===== config.mk =====
export PLATFORM = sky130hd
export DESIGN_NAME = axis_wrr_sched_4
export DESIGN_NICKNAME = d
export VERILOG_FILES = /design/src/rtl/axis_wrr_sched_4.sv
export SDC_FILE = /design/constraint.sdc
export NUM_CORES = 1
export LEC_CHECK = 0
export CORE_ASPECT_RATIO = 0.8
export CORE_MARGIN = 4
export CORE_UTILIZATION = 25
export DETAILED_ROUTE_END_ITERATION = 10
export GPL_TIMING_DRIVEN = 0
export PLACE_DENSITY = 0.5
export SLEW_MARGIN = 25
export SYNTH_ARGS = -nofsm -noshare
export SYNTH_HDL_FRONTEND = slang
export SYNTH_SLANG_ARGS = --single-unit

===== constraint.sdc =====
create_clock -name clk -period 1.9 [get_ports clk]
set_clock_uncertainty 0.1 [all_clocks]
set_input_delay 0.38 -clock clk [delete_from_list [all_inputs] [get_ports clk]]
set_output_delay 0.38 -clock clk [all_outputs]
set_load 0.01 [all_outputs]

===== src/rtl/axis_wrr_sched_4.sv =====
// Weighted round-robin packet scheduler for a 4-input AXI-Stream mux; grants whole packets.
// Optional watchdog guarded by AXIS_WRR_WATCHDOG_EN (undefined: o_timeout tied low).
module axis_wrr_sched_4 #(
  parameter int WEIGHT_WIDTH   = 4,
  parameter int TIMEOUT_CYCLES = 1024,
  parameter int RESET_PTR      = 0
) (
  input  logic                      clk,
  input  logic                      rst_n,
  input  logic [3:0]                i_req,
  input  logic [4*WEIGHT_WIDTH-1:0] i_weight,
  input  logic                      i_beat_xfer,
  input  logic                      i_beat_last,
  output logic [3:0]                o_grant,
  output logic                      o_grant_valid,
  output logic [1:0]                o_grant_index,
  output logic                      o_pkt_done,
  output logic                      o_timeout
);
  localparam int WW = WEIGHT_WIDTH;

  typedef enum logic {ST_IDLE, ST_BUSY} state_t;

  state_t          r_state, w_state_nxt;
  logic [1:0]      r_ptr, w_ptr_nxt;
  logic [1:0]      r_idx, w_idx_nxt;
  logic [3:0]      r_grant, w_grant_nxt;
  logic [WW-1:0]   r_credit, w_credit_nxt;
  logic            r_pkt_done, w_pkt_done_nxt;
  logic            r_timeout, w_timeout_nxt;
  logic [1:0]      w_pick;
  logic            w_found;
  logic [WW-1:0]   w_wsel;
  logic            w_last;

`ifdef AXIS_WRR_WATCHDOG_EN
  localparam int WDW = (TIMEOUT_CYCLES > 2) ? $clog2(TIMEOUT_CYCLES) : 1;
  logic [WDW-1:0]  r_wd_cnt, w_wd_nxt;
  logic            w_wd_expire;
  assign w_wd_expire = (r_wd_cnt == WDW'(TIMEOUT_CYCLES - 1));
`endif

  assign w_last = i_beat_xfer & i_beat_last;

  // Descending scan so the lowest offset from r_ptr is the one that sticks.
  always_comb begin
    w_pick  = r_ptr;
    w_found = 1'b0;
    for (int i = 3; i >= 0; i--) begin
      if (i_req[r_ptr + 2'(i)]) begin
        w_pick  = r_ptr + 2'(i);
        w_found = 1'b1;
      end
    end
  end

  assign w_wsel = i_weight[int'(w_pick)*WW +: WW];

  always_comb begin
    w_state_nxt    = r_state;
    w_ptr_nxt      = r_ptr;
    w_idx_nxt      = r_idx;
    w_grant_nxt    = r_grant;
    w_credit_nxt   = r_credit;
    w_pkt_done_nxt = 1'b0;
    w_timeout_nxt  = 1'b0;
`ifdef AXIS_WRR_WATCHDOG_EN
    w_wd_nxt       = r_wd_cnt;
`endif
    case (r_state)
      ST_IDLE: begin
        if (w_found) begin
          w_state_nxt  = ST_BUSY;
          w_idx_nxt    = w_pick;
          w_grant_nxt  = 4'b0001 << w_pick;
          w_credit_nxt = (w_wsel == '0) ? WW'(1) : w_wsel;
`ifdef AXIS_WRR_WATCHDOG_EN
          w_wd_nxt     = '0;
`endif
        end
      end
      ST_BUSY: begin
        if (w_last) begin
          w_pkt_done_nxt = 1'b1;
          w_credit_nxt   = r_credit - WW'(1);
          if (!(r_credit > WW'(1) && i_req[r_idx])) begin
            w_state_nxt = ST_IDLE;
            w_grant_nxt = 4'b0000;
            w_ptr_nxt   = r_idx + 2'd1;
          end
        end
`ifdef AXIS_WRR_WATCHDOG_EN
        if (i_beat_xfer) begin
          w_wd_nxt = '0;
        end else if (w_wd_expire) begin
          w_wd_nxt      = '0;
          w_timeout_nxt = 1'b1;
          w_state_nxt   = ST_IDLE;
          w_grant_nxt   = 4'b0000;
          w_ptr_nxt     = r_idx + 2'd1;
        end else begin
          w_wd_nxt = r_wd_cnt + WDW'(1);
        end
`endif
      end
      default: w_state_nxt = ST_IDLE;
    endcase
  end

  always_ff @(posedge clk or negedge rst_n) begin
    if (!rst_n) begin
      r_state    <= ST_IDLE;
      r_ptr      <= 2'(RESET_PTR);
      r_idx      <= 2'd0;
      r_grant    <= 4'b0000;
      r_credit   <= '0;
      r_pkt_done <= 1'b0;
      r_timeout  <= 1'b0;
`ifdef AXIS_WRR_WATCHDOG_EN
      r_wd_cnt   <= '0;
`endif
    end else begin
      r_state    <= w_state_nxt;
      r_ptr      <= w_ptr_nxt;
      r_idx      <= w_idx_nxt;
      r_grant    <= w_grant_nxt;
      r_credit   <= w_credit_nxt;
      r_pkt_done <= w_pkt_done_nxt;
      r_timeout  <= w_timeout_nxt;
`ifdef AXIS_WRR_WATCHDOG_EN
      r_wd_cnt   <= w_wd_nxt;
`endif
    end
  end

  assign o_grant       = r_grant;
  assign o_grant_valid = |r_grant;
  assign o_grant_index = r_idx;
  assign o_pkt_done    = r_pkt_done;
`ifdef AXIS_WRR_WATCHDOG_EN
  assign o_timeout     = r_timeout;
`else
  assign o_timeout     = 1'b0;
`endif

endmodule

==> impl_metrics.ini <==
[run_status]
status = finished with violations
violations = setup timing

[finish]
nNetsFinal = 168
nFillCells = 360
antenna_cells = 0
drive_gt1_share_pct = 24.8
synthToLayoutAreaGrowth_pct = 50.7

[yosys]
yosys-top-cells-area = dfrtp_1 (36%), mux2i_1 (5.2%), nand2_1 (5.1%)
postSynthCellCount = 102
synth-seq-cells = 14
synth.distinct_cells = 43
synth_area_leader_cell = dfrtp_1
ys_warn_count = 0
synth_top_flop_cell = dfrtp_1
synth_top_cell_area_share_pct = 36.4
synth_edf_count = 0
postSynthAreaPerCell_sq_um = 9.43
ys_seq_area_share_pct = 36.4
synth_nets = 128
syn_area_sq_um = 962
async_flop_share_pct = 100

[route]
postRouteAntennaNets = 0
viasPerCell = 5.03
met2WireLength_mm = 1.19
drc = 0
route.met3.wl_um = 188
drtIter0Drc = 66
wl_mm = 2.75
met1_length_mm = 1.36
dr.pass1.iters = 4
highest_layer = met4
wire_per_inst_um = 15.0
vias = 920

[clock_tree]
cts_buffer_depth = 2
cts_hold_buf = 0
numCtsBuffers = 3
cts_tree = yes
cts-htree-levels = 1
clkLatencyLatePin_ps = 250
cts.sinks = 14
clock-root-buffer = clkbuf_8
clk_pin_slew_ps = 70

[critical_path]
r2r_slack_ps = -100
crit_buf_inv = 0
path_class = reg2reg
cp_top_family = compound AO/OA/AOI/OAI gates
cpPeakStageDelay_ps = 420
worst_setup_path_end_kind = flip-flop
path_cells = nor2b_4 -> o21a_4 -> or3_4 -> mux2i_1 -> mux2_4 -> a222oi_1
critPathSlowestCell = dfrtp_2
critPathLaunchType = flip-flop
reg2regPathDepth = 6
cp.required_ps = 1950
worstPathArrival_ps = 2050
cp_max_fo = 4
critical_path_depth = 6

[floorplan]
initial_core_util_pct = 27.0
die_w_um = 77.4
fp.dieArea_sq_um = 4910
coreArea_sq_um = 3570
num_rows = 19
die_h_um = 63.5
io_pins = 33

[global_routing]
grt_max_degree = 15
grt_usage_pct = 12.2
globalRouteOverflowTotal = 0
grt_pass1_vias = 947
antenna_found_initial = 0
grt_pass1_wl_mm = 4.75

[sta]
setup_viol = 2
setup_ws_ps = -102
fin_crit_sh_pct = 105
hold_viol_final = 0
worstMarginPinSlew_ps = 666
rsz0062_at_grt = yes
slew_headroom_pct = 55.5
finalMaxSlewViolations = 0
min_period_ps = 2000
fmax_mhz = 499

[place]
io_buffers = 31
globalplace.congestion = 0.812
hpwl_mm = 2.11
dp_slack_ps = -835

[flow_run]
cap_violations = 0

[power_and_ir_drop]
p_per_area_nw_per_um2 = 1270
ir_worst_vdd_mv = 0.497
leakagePower_uw = 0.000616
finalPower_uw = 1840

[min_path]
hp-class = in2async
placed cells by master, fill, tap and decap left out, types with 3 or more instances in the layout:
cell type,n
inv_1,4
nor2_1,5
nand2_1,12
dfrtp_1,11
o31ai_1,3
clkdlybuf4s50_1,26
buf_4,7
a21oi_1,3
o21ai_0,4
clkbuf_8,4
dfrtp_2,3
nand3_1,5
a21oi_2,3
mux2i_1,5
buf_2,5
stage by stage:
stage	std cells	TNS, ps	area, sq um	hold slack, ps	utilization [%]
after global placement	175	-5300	1330	424	37.2
after floorplan	102	-184	965	-15.6	-
after global routing	183	-419	1450	452	40.7
after CTS	183	-274	1430	437	40.1
final	183	-201	1450	431	40.7
after detailed placement	175	-5670	1330	405	37.2
worst reg2reg max path, delay by kind of cell, from the launching register on:
family           cells  cell delay [ps]
AO/OA/AOI/OAI        2              490
flip-flops           1              420
multiplexers         2              420
AND/OR/NAND/NOR      2              470
cell type report:
cell class              count  area [sq um]  share of cell area [%]
repair buffers             37           330                    22.8
inverters                   4          15.0                    1.04
flip-flops and latches     14           354                    24.4
plain buffers               2          11.3                   0.777
well taps                  42          52.6                    3.62
clock buffers               4          55.1                    3.80
multi-input cells          80           632                    43.6
cell usage after synthesis, drive strengths merged (2+ instances only):
cell	instances
a21oi	6
buf	3
mux2	2
mux2i	5
o21ai	4
nand3b	2
nor2b	2
xnor2	2
dfrtp	14
nand2	13
nand2b	3
a211oi	2
inv	4
nor3	2
a32o	2
nand3	5
nor2	7
o31ai	3
o21a	3
ha	2
flip-flops by register name, indices dropped and copies added (netlist names):
register / flops
r_state: 1
o_grant_index: 2
o_pkt_done: 1
r_ptr: 2
r_credit: 4
o_grant: 4
logic make-up after synthesis:
kind of cell	count (synthesis)	share of synthesized area, %
adders and majority gates	2	2.60
AOI/OAI and AO/OA	28	22.1
DFF	14	36.4
other	1	0.390
buffers and inverters	8	4.29
and+or+nand+nor	39	21.7
xor gates and xnor gates	2	1.82
muxes	8	10.7
power breakdown:
part / switching [uW] / leakage, uW / total, uW / internal [uW]
clock: 120 / 0.0000288 / 304 / 184
sequential: 146 / 0.000169 / 575 / 429
combinational: 439 / 0.000418 / 962 / 522
total: 705 / 0.000616 / 1840 / 1140
path summary, 6_finish.rpt:
| kind | start | endpoint |
|---|---|---|
| max in group asynchronous | rst_n | r_ptr[1]$_DFFE_PN0P_ |
| max reg2reg | r_ptr[0]$_DFFE_PN0P_ | r_credit[1]$_DFFE_PN0P_ |
| min | rst_n | r_state$_DFF_PN0_ |
| min in group clk | o_grant[3]$_DFFE_PN0P_ | o_grant[3]$_DFFE_PN0P_ |
| min reg2reg | o_grant[3]$_DFFE_PN0P_ | o_grant[3]$_DFFE_PN0P_ |
| max | r_ptr[0]$_DFFE_PN0P_ | r_credit[1]$_DFFE_PN0P_ |
metal layers:
layer | vias to the layer above | GRT usage (%)
met3 | 2 | 4.84
met4 | 0 | 2.00
met1 | 433 | 17.2
met2 | 30 | 17.8
li1 | 455 | -
met5 | - | 0
what timing repair did:
action | in CTS | in global routing
setup buffers | 4 | 2
pin swaps | 4 | 8
setup endpoints to repair | 12 | 6
gates resized for setup | 24 | 11
Note: power is estimated with default switching activity, not from simulation.
